<file path="src/rtl/beagleg_pkg.sv">
// Shared types and frame geometry for the motion-segment path.
// Defining SEGMENT_CHECKSUM_EN appends an XOR checksum byte to every frame.
package beagleg_pkg;

    localparam int SEGMENT_FIELD_BYTES   = 4;
    localparam int SEGMENT_FIELDS        = 6;
    localparam int SEGMENT_FIELD_BITS    = SEGMENT_FIELD_BYTES * 8;
    localparam int SEGMENT_PAYLOAD_BYTES = SEGMENT_FIELD_BYTES * SEGMENT_FIELDS;
    localparam int SEGMENT_PAYLOAD_BITS  = SEGMENT_PAYLOAD_BYTES * 8;

`ifdef SEGMENT_CHECKSUM_EN
    localparam int SEGMENT_FRAME_BYTES = SEGMENT_PAYLOAD_BYTES + 1;
`else
    localparam int SEGMENT_FRAME_BYTES = SEGMENT_PAYLOAD_BYTES;
`endif

    localparam int BYTE_IDX_W = $clog2(SEGMENT_FRAME_BYTES);
    typedef logic [BYTE_IDX_W-1:0] byte_idx_t;

    typedef struct packed {
        logic [31:0] target_steps;
        logic [31:0] current_speed;
        logic [31:0] target_speed;
        logic [31:0] current_accel;
        logic [31:0] target_accel;
        logic [31:0] jerk;
    } motion_segment_t;

`ifdef SEGMENT_CHECKSUM_EN
    typedef enum logic [1:0] {
        LOADER_IDLE    = 2'd0,
        LOADER_COLLECT = 2'd1,
        LOADER_COMMIT  = 2'd2,
        LOADER_CHECK   = 2'd3
    } loader_state_t;
`else
    typedef enum logic [1:0] {
        LOADER_IDLE    = 2'd0,
        LOADER_COLLECT = 2'd1,
        LOADER_COMMIT  = 2'd2
    } loader_state_t;
`endif

endpackage

</file>
<file path="src/rtl/motion_segment_holding_buffer.sv">
// Single-entry holding register between the frame assembler and the consumer.
// Pops are edge-triggered on data_request; a commit may replace the entry on a pop edge.
module motion_segment_holding_buffer
    import beagleg_pkg::*;
(
    input  logic            clk,
    input  logic            rst,
    input  logic            commit,
    input  motion_segment_t commit_data,
    output logic            commit_done,
    input  logic            data_request,
    output logic            data_available,
    output motion_segment_t data
);

    logic            req_q_reg;
    logic            avail_reg;
    logic            avail_next;
    motion_segment_t data_reg;
    motion_segment_t data_next;
    logic            pop_event;

    // A level-high request only counts once; an edge with nothing to pop is lost.
    assign pop_event   = data_request && !req_q_reg;
    assign commit_done = commit && (!avail_reg || pop_event);

    always_comb begin
        avail_next = avail_reg;
        data_next  = data_reg;
        if (commit_done) begin
            avail_next = 1'b1;
            data_next  = commit_data;
        end else if (pop_event && avail_reg) begin
            avail_next = 1'b0;
        end
    end

    always_ff @(posedge clk) begin
        if (rst) begin
            req_q_reg <= 1'b0;
            avail_reg <= 1'b0;
            data_reg  <= '0;
        end else begin
            req_q_reg <= data_request;
            avail_reg <= avail_next;
            data_reg  <= data_next;
        end
    end

    assign data_available = avail_reg;
    assign data           = data_reg;

endmodule

</file>
<file path="src/rtl/motion_segment_loader.sv">
// Assembles little-endian byte frames into motion_segment_t records with abort/timeout handling.
// Optional feature macro: SEGMENT_CHECKSUM_EN (trailing XOR byte checked before commit).
module motion_segment_loader
    import beagleg_pkg::*;
#(
    parameter int BYTE_TIMEOUT = 4096
) (
    input  logic            clk,
    input  logic            rst,
    input  logic            frame_start,
    input  logic            byte_valid,
    input  logic [7:0]      byte_data,
    output logic            byte_ready,
    output logic            data_available,
    input  logic            data_request,
    output motion_segment_t data,
    output logic            frame_error,
    output logic [7:0]      error_count,
    output logic            busy
);

    localparam int GAP_W = (BYTE_TIMEOUT > 1) ? $clog2(BYTE_TIMEOUT) : 1;
    localparam bit TIMEOUT_EN = (BYTE_TIMEOUT != 0);
    localparam logic [GAP_W-1:0] GAP_LIMIT = GAP_W'((BYTE_TIMEOUT > 0) ? BYTE_TIMEOUT - 1 : 0);
    localparam byte_idx_t LAST_IDX = byte_idx_t'(SEGMENT_FRAME_BYTES - 1);

    loader_state_t                   state_reg;
    loader_state_t                   state_next;
    byte_idx_t                       byte_idx_reg;
    byte_idx_t                       byte_idx_next;
    logic [GAP_W-1:0]                gap_cnt_reg;
    logic [GAP_W-1:0]                gap_cnt_next;
    logic [SEGMENT_PAYLOAD_BITS-1:0] asm_reg;
    logic [SEGMENT_PAYLOAD_BITS-1:0] shifted;
    logic                            frame_error_reg;
    logic [7:0]                      error_count_reg;
    logic [7:0]                      error_count_next;

    logic            byte_accept;
    logic            load_first;
    logic            load_next;
    logic            discard;
    logic            timeout_hit;
    logic            commit_req;
    logic            commit_done;
    motion_segment_t assembled;

    logic [SEGMENT_FIELD_BITS-1:0] field_words [SEGMENT_FIELDS];

`ifdef SEGMENT_CHECKSUM_EN
    logic       capture_chk;
    logic [7:0] xor_reg;
    logic [7:0] chk_reg;
`endif

    assign byte_ready  = (state_reg == LOADER_IDLE) || (state_reg == LOADER_COLLECT);
    assign byte_accept = byte_valid && byte_ready;
    assign timeout_hit = TIMEOUT_EN && (gap_cnt_reg == GAP_LIMIT);
    assign commit_req  = (state_reg == LOADER_COMMIT);

    // New bytes enter at the top, so after a full frame byte k sits at bits [8k+7:8k].
    assign shifted = {byte_data, asm_reg[SEGMENT_PAYLOAD_BITS-1:8]};

    generate
        for (genvar gi = 0; gi < SEGMENT_FIELDS; gi++) begin : g_field
            assign field_words[gi] = asm_reg[gi*SEGMENT_FIELD_BITS +: SEGMENT_FIELD_BITS];
        end
    endgenerate

    assign assembled.target_steps  = field_words[0];
    assign assembled.current_speed = field_words[1];
    assign assembled.target_speed  = field_words[2];
    assign assembled.current_accel = field_words[3];
    assign assembled.target_accel  = field_words[4];
    assign assembled.jerk          = field_words[5];

    always_comb begin
        state_next    = state_reg;
        byte_idx_next = byte_idx_reg;
        gap_cnt_next  = gap_cnt_reg;
        load_first    = 1'b0;
        load_next     = 1'b0;
        discard       = 1'b0;
`ifdef SEGMENT_CHECKSUM_EN
        capture_chk   = 1'b0;
`endif
        case (state_reg)
            LOADER_IDLE: begin
                if (byte_accept) begin
                    load_first    = 1'b1;
                    byte_idx_next = byte_idx_t'(1);
                    gap_cnt_next  = '0;
                    state_next    = LOADER_COLLECT;
                end
            end
            LOADER_COLLECT: begin
                if (frame_start) begin
                    // Restart: a byte arriving with the strobe opens the new frame.
                    discard       = 1'b1;
                    byte_idx_next = '0;
                    gap_cnt_next  = '0;
                    if (byte_accept) begin
                        load_first    = 1'b1;
                        byte_idx_next = byte_idx_t'(1);
                    end else begin
                        state_next = LOADER_IDLE;
                    end
                end else if (byte_accept) begin
                    gap_cnt_next = '0;
                    if (byte_idx_reg == LAST_IDX) begin
                        byte_idx_next = '0;
`ifdef SEGMENT_CHECKSUM_EN
                        capture_chk   = 1'b1;
                        state_next    = LOADER_CHECK;
`else
                        load_next     = 1'b1;
                        state_next    = LOADER_COMMIT;
`endif
                    end else begin
                        load_next     = 1'b1;
                        byte_idx_next = byte_idx_reg + byte_idx_t'(1);
                    end
                end else if (timeout_hit) begin
                    discard       = 1'b1;
                    byte_idx_next = '0;
                    gap_cnt_next  = '0;
                    state_next    = LOADER_IDLE;
                end else if (TIMEOUT_EN) begin
                    gap_cnt_next = gap_cnt_reg + GAP_W'(1);
                end
            end
`ifdef SEGMENT_CHECKSUM_EN
            LOADER_CHECK: begin
                if (xor_reg == chk_reg) begin
                    state_next = LOADER_COMMIT;
                end else begin
                    discard    = 1'b1;
                    state_next = LOADER_IDLE;
                end
            end
`endif
            LOADER_COMMIT: begin
                if (commit_done) begin
                    state_next = LOADER_IDLE;
                end
            end
            default: begin
                state_next    = LOADER_IDLE;
                byte_idx_next = '0;
            end
        endcase
    end

    always_comb begin
        error_count_next = error_count_reg;
        if (discard && (error_count_reg != 8'hFF)) begin
            error_count_next = error_count_reg + 8'd1;
        end
    end

    always_ff @(posedge clk) begin
        if (rst) begin
            state_reg       <= LOADER_IDLE;
            byte_idx_reg    <= '0;
            gap_cnt_reg     <= '0;
            asm_reg         <= '0;
            frame_error_reg <= 1'b0;
            error_count_reg <= '0;
        end else begin
            state_reg       <= state_next;
            byte_idx_reg    <= byte_idx_next;
            gap_cnt_reg     <= gap_cnt_next;
            frame_error_reg <= discard;
            error_count_reg <= error_count_next;
            if (load_first || load_next) begin
                asm_reg <= shifted;
            end
        end
    end

`ifdef SEGMENT_CHECKSUM_EN
    always_ff @(posedge clk) begin
        if (rst) begin
            xor_reg <= '0;
            chk_reg <= '0;
        end else begin
            if (load_first) begin
                xor_reg <= byte_data;
            end else if (load_next) begin
                xor_reg <= xor_reg ^ byte_data;
            end
            if (capture_chk) begin
                chk_reg <= byte_data;
            end
        end
    end
`endif

    motion_segment_holding_buffer u_holding (
        .clk            (clk),
        .rst            (rst),
        .commit         (commit_req),
        .commit_data    (assembled),
        .commit_done    (commit_done),
        .data_request   (data_request),
        .data_available (data_available),
        .data           (data)
    );

    assign frame_error = frame_error_reg;
    assign error_count = error_count_reg;
    assign busy        = (state_reg != LOADER_IDLE) || data_available;

endmodule

</file>
<file path="config.mk">
export PLATFORM = sky130hd
export DESIGN_NAME = motion_segment_loader
export DESIGN_NICKNAME = d
export VERILOG_FILES = /design/src/rtl/beagleg_pkg.sv /design/src/rtl/motion_segment_holding_buffer.sv /design/src/rtl/motion_segment_loader.sv
export SDC_FILE = /design/constraint.sdc
export NUM_CORES = 1
export LEC_CHECK = 0
export ABC_AREA = 1
export CAP_MARGIN = 20
export CELL_PAD_IN_SITES_DETAIL_PLACEMENT = 0
export CELL_PAD_IN_SITES_GLOBAL_PLACEMENT = 1
export CORE_MARGIN = 4
export CORE_UTILIZATION = 43
export CTS_CLUSTER_SIZE = 10
export DETAILED_ROUTE_END_ITERATION = 8
export GPL_ROUTABILITY_DRIVEN = 1
export PLACE_DENSITY_LB_ADDON = 0.1
export SETUP_SLACK_MARGIN = 0.3
export SLEW_MARGIN = 10
export SYNTH_ARGS = -nofsm -noshare
export SYNTH_HDL_FRONTEND = slang
export SYNTH_SLANG_ARGS = --single-unit
export TNS_END_PERCENT = 100
</file>
<file path="constraint.sdc">
create_clock -name clk -period 4.3 [get_ports clk]
set_input_delay 0.43 -clock clk [delete_from_list [all_inputs] [get_ports clk]]
set_output_delay 0.43 -clock clk [all_outputs]
set_load 0.02 [all_outputs]
</file>
* Yosys cells after proc, flatten, opt, wreduce, memory -nomap -nowiden
Index checks and enable logic that the tools add are counted.
** Operators by class
- Reductions and logical operators :: 18
- Bitwise logic cells :: 1
- Eq/ne operators :: 10
- Muxes and demuxes :: 31
- Add/subtract/negate cells :: 3
** Operators by type and width (number)
- two-way mux 12 bit :: 4
- two-way mux 5 bit :: 5
- case mux 12 bit (2 select lines) :: 1
- case mux 5 bit (3 select lines) :: 1
- two-way mux 2 bit :: 7
- adder 12 x 1 -> 12 bit, second input constant :: 1
- equality test 12 bit, second input constant :: 1
- two-way mux 1 bit :: 11
- adder 8 x 1 -> 8 bit, second input constant :: 1
- != test 8 bit, second input constant :: 1
- case mux 2 bit (3 select lines) :: 1
- nonzero test 2 bit :: 3
- adder 5 x 1 -> 5 bit, second input constant :: 1
- equality test 5 bit, second input constant :: 1
- logical AND 1 bit :: 5
- AND reduction 5 bit :: 1
- logical OR 1 bit :: 4
- != test 2 bit, second input constant :: 2
- != test 4 bit, second input constant :: 1
- != test 3 x 2 -> 1 bit, second input constant :: 1
- != test 3 bit, second input constant :: 1
- AND reduction 3 bit :: 1
- equality test 2 x 1 -> 1 bit, second input constant :: 1
- equality test 2 bit, second input constant :: 1
- 5 further kinds :: 6
** Storage, ports and cells
- Register bits after elaboration :: 414
- Output and inout bits :: 204
- Logic and storage cells :: 77
- Input bits :: 13

* Longest topological paths before layout
Gate-level depths: netlist (run 1).
- Depth in word-level cells :: 7
- Gate-level depth with buffers :: 11
- Mapped depth without buffers :: 11

* Cells and area by module
A second synthesis (run 1) with hierarchy kept.
** Second synthesis, totals
- Cell total of the unflattened synthesis :: 2324
- Area, all modules :: 16822.4 µm²
** By module, submodules not included
- motion_segment_holding_buffer :: area an instance 8702.1 µm², sequential area each 3883.7 µm², times used 1, cells an instance 1269
- motion_segment_loader :: area an instance 8120.3 µm², sequential area each 4404.2 µm², times used 1, cells an instance 1055

* Least setup slack after synthesis (run 1)
Ideal clock, no wire load.
- Path type :: register to register
- From :: register error_count_reg[0], in the netlist error_count[0]
- To :: register error_count_reg[7], in the netlist error_count[7]
- Required time :: 4.230 ns
- Path slack :: 2.752 ns
- Period minus slack after synthesis :: 1.548 ns
- Library setup time :: 0.070 ns
- Stages on the path, launching flop included :: 8
- Arrival :: 1.478 ns
- Path through :: dfxtp_1 -> ha_1 -> nand2_1 -> nor3_4 -> nand3_4 -> nand3_4 -> nand2_1 -> a21oi_1
** Between the ends
- Cells in the longest elaborated chain, start to end :: 2
- Elaborated cells between the ends (all ways) :: 3
** RTL lines
- from (decl) :: RTL line motion_segment_loader.sv:36 : logic [7:0] error_count_reg;
- from (signal assigned) :: RTL line motion_segment_loader.sv:174 : error_count_reg <= error_count_next;
- branches (longest 2 deep; another with adder 8 x 1 -> 8 bit)
Parallel ways; which one is timed is not known.
A chain may end at the register's enable or synchronous reset.

* Final worst setup path (run 1)
- From :: input byte_valid
- To :: register error_count_reg[1], in the netlist error_count[1]
** Between the ends
- Cells in the longest elaborated chain, start to end :: 5
** RTL lines
- from (decl) :: RTL line motion_segment_loader.sv:11 : input logic byte_valid,
- logical AND 1 bit :: RTL line motion_segment_loader.sv:57 : assign byte_accept = byte_valid && byte_ready;
- two-way mux 1 bit :: RTL line motion_segment_loader.sv:108 : end else if (byte_accept) begin
- two-way mux 1 bit :: RTL line motion_segment_loader.sv:97 : if (frame_start) begin
- two-way mux 1 bit :: RTL line motion_segment_loader.sv:87 : case (state_reg)
- logical AND 1 bit :: RTL line motion_segment_loader.sv:156 : if (discard && (error_count_reg != 8'hFF)) begin
No other way between the ends.

==> parameters.txt, run 1 <==
Parameter                              Value

Synthesis
  Share of the synthesized area in the top cell type    a little under three fifths
  Seq/Total Area, Yosys    between 50 and 60%
  Combinational family with the most area after synthesis    simple AND/OR/NAND/NOR gates
  Post-Syn Nets    roughly 1900
  Cell types occupying the most area after synthesis    sky130_fd_sc_hd__dfxtp_1, sky130_fd_sc_hd__nor2_1, sky130_fd_sc_hd__o21ai_0
  Library cells used by synthesis    31
  Synth Area in Adders    0.254%
  Basic-gate share of the synthesized area counting and, or, nand and nor cells    a little under a quarter
  Most common library cells after synthesis    sky130_fd_sc_hd__nor2_1, sky130_fd_sc_hd__dfxtp_1, sky130_fd_sc_hd__o21ai_0
  Fraction of registers with async set or reset after synthesis    0%
  Syn Inst Count    between 1500 and 2000
  Synth Area in XOR/XNOR    0.712%
  Mux share of post-synthesis cell area    0%
  Top FF cell, synth    sky130_fd_sc_hd__dfxtp_1
  Mean instance size in the synthesized netlist    7.80 µm²
  Post-synth EDFFs    0
  Synthesized-area fraction occupied by ao, oa, aoi and oai cells    between 10% and 20%
  Ys Warns    0
  Netlist area before placement    14800 µm²
  Most frequent cell after synthesis    sky130_fd_sc_hd__nor2_1
  Post-synthesis cell type with the largest combined area    sky130_fd_sc_hd__dfxtp_1
  Flop and latch count out of synthesis    414

Critical path
  Maximum fanout count along the critical path    between 90 and 100
  Critical Path End Type    flop
  Standard cell with the maximum stage delay on the critical path    sky130_fd_sc_hd__buf_4
  Kind of critical path    in -> reg
  Required time of the critical path    ~4.7 ns
  Crit path cell chain    clkdlybuf4s50_1, nand2_8, buf_4, nand4_1, nand2_2, nand3_4, nand2_1, a21oi_1
  Highest cell delay on the worst timing path    0.73 ns
  Type of origin of the critical path    primary input
  Data arrival, critical path    2.79 ns

GRT
  Total Routing Usage GR    a little under a fifth
  Pin count of the biggest net entering global routing    about 190
  Remaining Overflow, GRT    0
  Antenna violations before repair    0
  First-pass GRT wire length    between 60000 and 70000 µm
  Vias in the first global route    about 12000

Clock tree
  Hold-fix buffers at CTS    0
  Total CTS buffers    between 40 and 50
  Deepest level of the CTS H-tree    2
  Postcts setup bufs    0
  Clock tree from TritonCTS    done
  PostCTS Resize Cnt    0
  Buffer levels on the longest clock path    3
  Clock tree sinks    around 410
  Clock insertion delay at the later pin of the skew report    around 0.53 ns
  Clk root buf    sky130_fd_sc_hd__clkbuf_16
  Clock transition at the registers of the reported paths    around 0.05 ns

Timing
  Achievable Freq    0.419 GHz
  Unrepaired setup endpoints after global routing    false
  Final critical-path required period    approximately 2.4 ns
  Worst Clk Skew    between 0.01 and 0.015 ns
  Worst slew slack as a fraction of its limit    a little under two fifths
  Post-Route Setup TNS    0 ns
  Setup-failing EPs final    0
  Final-report max-slew violation count    0
  Worst Tran Pin Value    ~0.93 ns
  Portion of the clock cycle consumed by the worst path in the final layout    a little under three fifths
  Hold Vio Cnt, Final    0

Routing
  Count of vias placed by the detailed router    ~12000
  Routed Wire Length    approximately 37000 µm
  Detailed router's first-iteration violation count    593
  Antenna Violating Nets Remaining    0
  Number of vias per cell after detailed routing    between 4 and 5
  Drt pass-1 iters    5
  DRC violation count after routing    0
  Average wire per standard cell    approximately 15 µm

Cells and area
  Area of combinational cells with multiple inputs    ~5800 µm²
  Antenna diode instance count    0
  Net count of the finished layout    2059
  Share of cells above drive strength 1    under 10%
  Number of filler cells placed in the layout    between 3000 and 4000
  Growth of design area from synthesis to finish    23.7%
  Count of placed standard cells in the final layout, fillers left out    2494
  Area occupied by registers    roughly 8300 µm²

Die
  Die extent in x    slightly below 200 µm
  Core outline area    about 34000 µm²
  Initial Utilization    between 40% and 50%
  # rows    67
  Boundary pin count    around 220
  Die H    approximately 190 µm
  Die outline area    approximately 37000 µm²

Power and ir drop
  Pwr/cell area    approximately 440 nW/µm²
  Maximum vdd drop    approximately 300 µV
  Leakage component of the power    slightly below 7 nW

Status
  Status    finished, final reports clean

Placed design
  Cell total after placement    ~2400
  HPWL Detailed    between 20000 and 25000 µm
  Buffers on Ports    216
  Final weighted congestion of routability-driven global placement    0.774

Run
  Maxcap violations    0

Hold path
  Hold Crit Class    in -> reg
kinds of logic after synthesis:
logic type | Yosys count
xor+xnor | 12
flops | 414
fa+ha+maj | 3
simple gates | 893
compound gates | 414
buf+inv | 158
stage by stage:
step / worst slack, ns / area (µm²) / util (%) / hold WS (ns) / total power, mW
after floorplan: 2.75 / 14800 / - / 0.450 / 4.55
after global placement: 1.40 / 17100 / 50.6 / 0.461 / 4.73
after detailed placement: 1.36 / 17100 / 50.6 / 0.470 / 4.74
after CTS: 1.93 / 18300 / 54.2 / 0.446 / 8.12
after global routing: 1.74 / 18300 / 54.2 / 0.473 / 8.37
final: 1.91 / 18300 / 54.2 / 0.466 / 8.01
where the power goes:
part	leakage [nW]	switching, mW	internal [mW]	total, mW
registers	3.38	0.111	4.00	4.11
clock network	0.600	1.40	1.96	3.36
logic	2.96	0.345	0.197	0.542
total	6.94	1.86	6.15	8.01
layout make-up:
cell class	instances	area share, %
inverters	28	0.685
clock inverters	1	0.0479
flip-flops and latches	414	45.4
multi-input cells	1322	31.5
well taps	448	3.07
clock buffers	51	6.63
repair buffers	230	12.7
cell usage in the layout (no fill, tap or decap), types with 3 or more instances in the layout:
| cell type | synthesis | routed |
|---|---|---|
| sky130_fd_sc_hd__o21ai_0 | 390 | 390 |
| sky130_fd_sc_hd__buf_12 | 0 | 4 |
| sky130_fd_sc_hd__inv_1 | 24 | 22 |
| sky130_fd_sc_hd__nor3_1 | 4 | 4 |
| sky130_fd_sc_hd__nand2_2 | 5 | 5 |
| sky130_fd_sc_hd__buf_4 | 10 | 10 |
| sky130_fd_sc_hd__clkbuf_16 | 0 | 47 |
| sky130_fd_sc_hd__a21oi_1 | 20 | 20 |
| sky130_fd_sc_hd__nand3b_1 | 3 | 3 |
| sky130_fd_sc_hd__nor2_1 | 793 | 793 |
| sky130_fd_sc_hd__dfxtp_1 | 414 | 414 |
| sky130_fd_sc_hd__nand3_1 | 11 | 11 |
| sky130_fd_sc_hd__nor2_2 | 4 | 4 |
| sky130_fd_sc_hd__ha_1 | 3 | 3 |
| sky130_fd_sc_hd__clkdlybuf4s50_1 | 0 | 216 |
| sky130_fd_sc_hd__nand4_1 | 10 | 10 |
| sky130_fd_sc_hd__xor2_1 | 12 | 12 |
| sky130_fd_sc_hd__nand2_1 | 55 | 54 |
| sky130_fd_sc_hd__inv_6 | 0 | 3 |
per-layer routing:
metal	vias up	routed length (µm)	global-route usage, %	share of wire (%)
li1	6340	-	-	-
met4	0	588	4.14	1.6
met3	49	1770	3.60	4.8
met1	5614	17500	26.4	47
met2	243	17000	31.3	46
met5	-	0	0	0
path summary, 6_finish.rpt:
check        cells after the start             endpoint                start  slack, ns
min reg2reg                      2  u_holding.data[166]  u_holding.data[166]       0.48
max                              8       error_count[1]           byte_valid       1.91
max reg2reg                      8       error_count[1]         state_reg[1]       2.11
min                              3  u_holding.req_q_reg         data_request       0.47
worst max-delay path: cells and delay by family:
kind	cells	cell delay [ns]
compound gates	1	0.06
buf+inv	2	1.35
simple gates	5	0.94
Power figures use the tool's default switching activity.
==> run 2, diff against run 1 <==
Settings changed: CORE_UTILIZATION 43 to 39.
Clock period 4.3 ns to 2.5 ns, I/O delays scaled along.
==> run 2 against run 1 <==
Effect of this change:
- design area is 1.9% higher
- register-to-register slack got worse by 1.4 ns
- core utilization down 4.5 points
- non-clock buffer count grew 20
- combinational power rose by 80%
- critical path depth fell by 5
- clock power grew 76%
- sequential share of layout area shrank 0.86 points
- cell count is 3.4% higher
- largest cell class unchanged
- largest power group unchanged
==> parameters.txt, run 2 (synthesized netlist as in run 1, its figures left out) <==
Parameter                              Value

Status
  Status    finished, final reports clean

Timing
  Final Worst Setup Slack    0.422 ns
  Final critical-path required period    2.08 ns
  Worst slew slack as a fraction of its limit    41.1%
  Portion of the clock cycle consumed by the worst path in the final layout    approximately 83%
  Worst Clk Skew    between 0.01 and 0.015 ns
  Unrepaired setup endpoints after global routing    false
  Post-Route Setup TNS    0 ns
  Worst Tran Pin Value    0.884 ns
  Setup-failing EPs final    0
  Hold Vio Cnt, Final    0
  Final-report max-slew violation count    0
  Achievable Freq    ~0.48 GHz

Placed design
  Buffers on Ports    216
  Worst setup slack after placement    0.404 ns
  Final weighted congestion of routability-driven global placement    0.795
  HPWL Detailed    25000 µm

Clock tree
  Hold-fix buffers at CTS    0
  Buffer levels on the longest clock path    3
  Clock insertion delay at the later pin of the skew report    roughly 0.55 ns
  Clock transition at the registers of the reported paths    approximately 0.060 ns
  Postcts setup bufs    0
  Clock tree from TritonCTS    done
  Clock tree sinks    between 400 and 500
  Total CTS buffers    47
  Deepest level of the CTS H-tree    2
  Clk root buf    sky130_fd_sc_hd__clkbuf_16
  PostCTS Resize Cnt    0

Critical path
  Crit Reg-Reg Startpoint    state_reg[0]
  Critical Path End Type    primary output
  Data arrival, critical path    between 1.5 and 2 ns
  Required time of the critical path    around 2.3 ns
  Type of origin of the critical path    flop
  Kind of critical path    reg -> out
  Maximum fanout count along the critical path    6
  Start point of the critical path    state_reg[0]

Routing
  Average wire per standard cell    15.0 µm
  Drt pass-1 iters    5
  Antenna Violating Nets Remaining    0
  Met3 WL post-DR    about 1800 µm
  Top Layer Used    met4
  DRC violation count after routing    0
  Number of vias per cell after detailed routing    roughly 4.8
  WL met2    between 15000 and 20000 µm
  Wl on met1    18600 µm
  Count of vias placed by the detailed router    approximately 12000
  Detailed router's first-iteration violation count    around 700
  Routed Wire Length    ~39000 µm

Cells and area
  Antenna diode instance count    0
  Number of filler cells placed in the layout    roughly 3800
  Share of cells above drive strength 1    5.32%
  Growth of design area from synthesis to finish    26.1%
  End-of-flow core utilization    between 40% and 50%
  Net count of the finished layout    ~2100
  Area occupied by registers    about 8300 µm²
  Area of combinational cells with multiple inputs    ~5800 µm²
  Commonest non-fill, non-tap cell in the layout    sky130_fd_sc_hd__nor2_1
  Leading cell types in the layout, fill and taps excluded    sky130_fd_sc_hd__nor2_1, sky130_fd_sc_hd__dfxtp_1, sky130_fd_sc_hd__o21ai_0, sky130_fd_sc_hd__clkdlybuf4s50_1, sky130_fd_sc_hd__nand2_1

Power and ir drop
  Sequential power share    between 50 and 60%
  Maximum vdd drop    roughly 470 µV
  Combinational fraction of design power    7.0%
  Switching Power    about 3.3 mW
  Pwr/cell area    750 nW/µm²
  Internal power consumption    between 10 and 15 mW
  Tot Pwr    between 10 and 15 mW
  Switching portion of total power    about a quarter
  Portion of total power attributed to the clock network    a little over two fifths
  Leakage component of the power    between 7 and 8 nW

Die
  Die extent in x    between 200 and 250 µm
  Die outline area    41000 µm²
  Initial Utilization    about 39%
  # rows    71
  Boundary pin count    about 220
  Die H    203 µm
  Core outline area    about 37000 µm²

GRT
  Remaining Overflow, GRT    0
  Pin count of the biggest net entering global routing    ~110
  Total Routing Usage GR    approximately 18%
  Antenna violations before repair    0
  Vias in the first global route    approximately 12000
  First-pass GRT wire length    approximately 63000 µm

Hold path
  Hold Crit Class    in -> reg
  Startpoint of the tightest hold check path    data_request

Run
  Maxcap violations    0
-- run 2: cell count changes in the layout (fill, tap and decap cells not counted) --
cell | previous run | this run
sky130_fd_sc_hd__buf_4 | 10 | 23
sky130_fd_sc_hd__clkbuf_1 | 2 | 4
sky130_fd_sc_hd__clkbuf_16 | 47 | 48
sky130_fd_sc_hd__clkinv_8 | 0 | 1
sky130_fd_sc_hd__buf_12 | 4 | 11
sky130_fd_sc_hd__clkbuf_8 | 2 | 1
-- run 2: critical path, stage by stage (launching register included) --
cell and delay (ns):
sky130_fd_sc_hd__dfxtp_1 0.45, sky130_fd_sc_hd__nor2_1 0.12, sky130_fd_sc_hd__nand2_1 0.10, sky130_fd_sc_hd__clkdlybuf4s50_1 0.62
-- run 2: per-layer routing --
layer | track usage, % | up-vias
met3 | 3.83 | 45
met2 | 29.7 | 201
met4 | 4.19 | 0
met5 | 0 | -
met1 | 25.6 | 5651
li1 | - | 6389
-- run 2: cell type report --
class,instances,share of cell area (%)
flip-flops and latches,414,44.5
well taps,511,3.43
clock buffers,53,6.60
clock inverters,2,0.134
multi-input cells,1322,30.9
inverters,28,0.672
repair buffers,250,13.7
-- run 2: power groups by stage --
| stage | sequential, mW | clock, mW | combinational (mW) |
|---|---|---|---|
| 3_5_place_dp | 7.21 | 0 | 0.989 |
| 2_1_floorplan | 7.20 | 0 | 0.627 |
| 5_1_grt | 7.10 | 6.40 | 1.12 |
| 3_3_place_gp | 7.21 | 0 | 0.977 |
| 4_1_cts | 7.07 | 6.12 | 0.992 |
| 6_report | 7.07 | 5.92 | 0.977 |
-- run 2: path summary, 6_finish.rpt --
check / cells after the start / endpoint / slack (ns)
hold reg to reg: 2 / asm_reg[5] / 0.47
setup / recovery: 3 / busy / 0.42
hold / removal: 3 / u_holding.req_q_reg / 0.30
setup reg to reg: 5 / u_holding.data[179] / 0.69
-- run 2: stage by stage --
| step | std cells | area (µm²) | hold slack, ns |
|---|---|---|---|
| floorplan | 1894 | 14800 | 0.384 |
| global placement | 2525 | 17400 | 0.463 |
| detailed placement | 2525 | 17400 | 0.467 |
| CTS | 2580 | 18600 | 0.267 |
| global route | 2580 | 18600 | 0.288 |
| finish | 2580 | 18600 | 0.298 |
==> run 3, diff against run 2 <==
Clock period 2.5 ns to 2 ns, I/O delays scaled along.
==> run 3 against run 2 <==
Effect of this change:
- non-clock buffer count up 6
- largest cell class unchanged
- sequential share of layout area up 0.27 points
- design area down 0.57%
- critical endpoint unchanged
- global-route usage about the same
- first-iteration DRC count down 21%
- flip-flop and latch count unchanged
- highest routed layer unchanged
- critical path type unchanged
- worst setup slack worse by 0.096 ns
- clock power up 26%
- wire length down 0.73%
- largest power group unchanged
- total power up 25%
==> parameters.txt, run 3 (synthesized netlist as in run 1, its figures left out) <==
Parameter                              Value

Clock tree
  Buffer levels on the longest clock path    3
  Total CTS buffers    48
  Clock tree from TritonCTS    done
  Clock tree sinks    approximately 410
  Hold-fix buffers at CTS    0
  Postcts setup bufs    0
  Clock transition at the registers of the reported paths    0.05 ns
  Clock insertion delay at the later pin of the skew report    roughly 0.55 ns
  Clk root buf    sky130_fd_sc_hd__clkbuf_16
  Deepest level of the CTS H-tree    2

Timing
  Final critical-path required period    1.67 ns
  Worst Tran Pin Value    around 0.47 ns
  Setup-failing EPs final    0
  Portion of the clock cycle consumed by the worst path in the final layout    roughly 84%
  Worst slew slack as a fraction of its limit    around two thirds
  Worst Clk Skew    0.0109 ns
  Post-Route Setup TNS    0 ns
  Hold Vio Cnt, Final    0
  Achievable Freq    ~0.60 GHz
  Final-report max-slew violation count    0
  Final Worst Setup Slack    0.327 ns
  Unrepaired setup endpoints after global routing    true

Routing
  Routed Wire Length    approximately 38000 µm
  Average wire per standard cell    between 10 and 15 µm
  Detailed router's first-iteration violation count    approximately 560
  Antenna Violating Nets Remaining    0
  Count of vias placed by the detailed router    12300
  Drt pass-1 iters    5
  DRC violation count after routing    0
  Number of vias per cell after detailed routing    roughly 4.8

Placed design
  Buffers on Ports    216
  HPWL Detailed    around 25000 µm
  Instance area after placement    17500 µm²
  Final weighted congestion of routability-driven global placement    ~0.79
  Cell total after placement    2531
  Worst setup slack after placement    0.162 ns

Critical path
  Kind of critical path    reg -> out
  Slack of the worst reg-to-reg path    about 0.45 ns
  Crit path cell chain    nor2_2, nand2_1, dlygate4sd2_1
  Critical Path End Type    primary output
  Crit path buf inv count    1
  Highest cell delay on the worst timing path    between 0.3 and 0.4 ns
  Crit Reg-Reg Startpoint    state_reg[1]
  Required time of the critical path    between 1.5 and 2 ns
  Data arrival, critical path    1.47 ns
  Cell family with the largest share of critical-path delay    flip-flops
  Type of origin of the critical path    flop
  Standard cell with the maximum stage delay on the critical path    sky130_fd_sc_hd__dfxtp_2
  Number of cells on the worst reg-to-reg path    6
  Capture point of the worst reg-to-reg path    u_holding.data[77]
  Maximum fanout count along the critical path    6

Die
  # rows    just over 70
  Boundary pin count    between 200 and 250
  Die H    between 200 and 250 µm
  Initial Utilization    39.4%
  Core outline area    37500 µm²
  Die outline area    approximately 40000 µm²
  Die extent in x    roughly 200 µm

Cells and area
  Leading cell types in the layout, fill and taps excluded    sky130_fd_sc_hd__nor2_1, sky130_fd_sc_hd__dfxtp_1, sky130_fd_sc_hd__o21ai_0, sky130_fd_sc_hd__dlygate4sd2_1, sky130_fd_sc_hd__nand2_1
  Growth of design area from synthesis to finish    25.4%
  Final design area excluding fillers    18500 µm²
  Area of combinational cells with multiple inputs    5770 µm²
  Count of placed standard cells in the final layout, fillers left out    2589
  Area occupied by registers    8290 µm²
  Number of filler cells placed in the layout    approximately 4000
  Commonest non-fill, non-tap cell in the layout    sky130_fd_sc_hd__nor2_1
  Antenna diode instance count    0
  Share of cells above drive strength 1    ~5.8%
  Net count of the finished layout    about 2100

Hold path
  Hold Crit Depth    3
  Hold Crit Class    in -> reg
  Endpoint of the worst hold path    u_holding.req_q_reg
  Startpoint of the tightest hold check path    data_request

GRT
  Remaining Overflow, GRT    0
  Pin count of the biggest net entering global routing    slightly above 100
  Total Routing Usage GR    between 10% and 20%
  Vias in the first global route    about 12000
  First-pass GRT wire length    ~63000 µm
  Antenna violations before repair    0

Power and ir drop
  Leakage component of the power    between 8 and 9 nW
  Maximum vdd drop    around 580 µV
  Pwr/cell area    around 940 nW/µm²
  Tot Pwr    about 17 mW

Run
  Maxcap violations    0

Status
  Status    finished, final reports clean
-- run 3: changes by cell type in the layout (fill, tap and decap cells not counted), sizes merged --
cell           previous run  this run
clkdlybuf4s50           216        12
dlygate4sd2               0       204
buf                      34        40
clkbuf                   53        56
clkinv                    1         2
inv                      29        28
-- run 3: timing repair --
action                                  4_1_cts  5_1_grt
pin swaps                                     0        1
gates resized for setup                     206        6
endpoints found under the setup margin      204       30
-- run 3: worst max path at each step --
stage / endpoint / start / slack (ns) / cells after the start
3_5_place_dp: error_count[6] / byte_valid / 0.16 / 7
4_1_cts: busy / state_reg[0] / 0.28 / 3
5_1_grt: busy / state_reg[0] / 0.24 / 3
3_3_place_gp: u_holding.data[127] / data_request / 0.19 / 7
6_report: busy / state_reg[0] / 0.33 / 3
2_1_floorplan: error_count[7] / error_count[0] / 0.45 / 7
-- run 3: area by class of cell --
cell class                 instances  share of cell area [%]
multi-input combinational       1322                    31.2
sequential                       414                    44.8
inverter                          28                   0.689
clock buffer                      56                    6.76
timing repair buffer             256                    13.1
tap                              511                    3.45
clock inverter                     2                  0.0743
-- run 3: tightest hold or removal path, cell delays in order --
cell and delay (ns):
sky130_fd_sc_hd__clkdlybuf4s50_1 0.39, sky130_fd_sc_hd__inv_1 0.08, sky130_fd_sc_hd__nor2_1 0.04
-- run 3: power breakdown --
group	internal (mW)	switching (mW)
registers	8.59	0.238
clock network	4.34	3.12
logic	0.433	0.767
total	13.4	4.13
-- run 3: routing by layer --
| metal | vias to the layer above | wire [µm] | global-route usage (%) |
|---|---|---|---|
| met3 | 57 | 1640 | 3.61 |
| met1 | 5638 | 18600 | 25.6 |
| met4 | 0 | 914 | 5.82 |
| met5 | - | 0 | 0 |
| li1 | 6404 | - | - |
| met2 | 201 | 17400 | 29.0 |
-- run 3: metrics by stage --
step | utilization [%] | hold WS (ns)
after floorplan | - | 0.334
after global placement | 46.6 | 0.457
after global routing | 49.4 | 0.216
after CTS | 49.4 | 0.168
final | 49.4 | 0.208
after detailed placement | 46.6 | 0.467
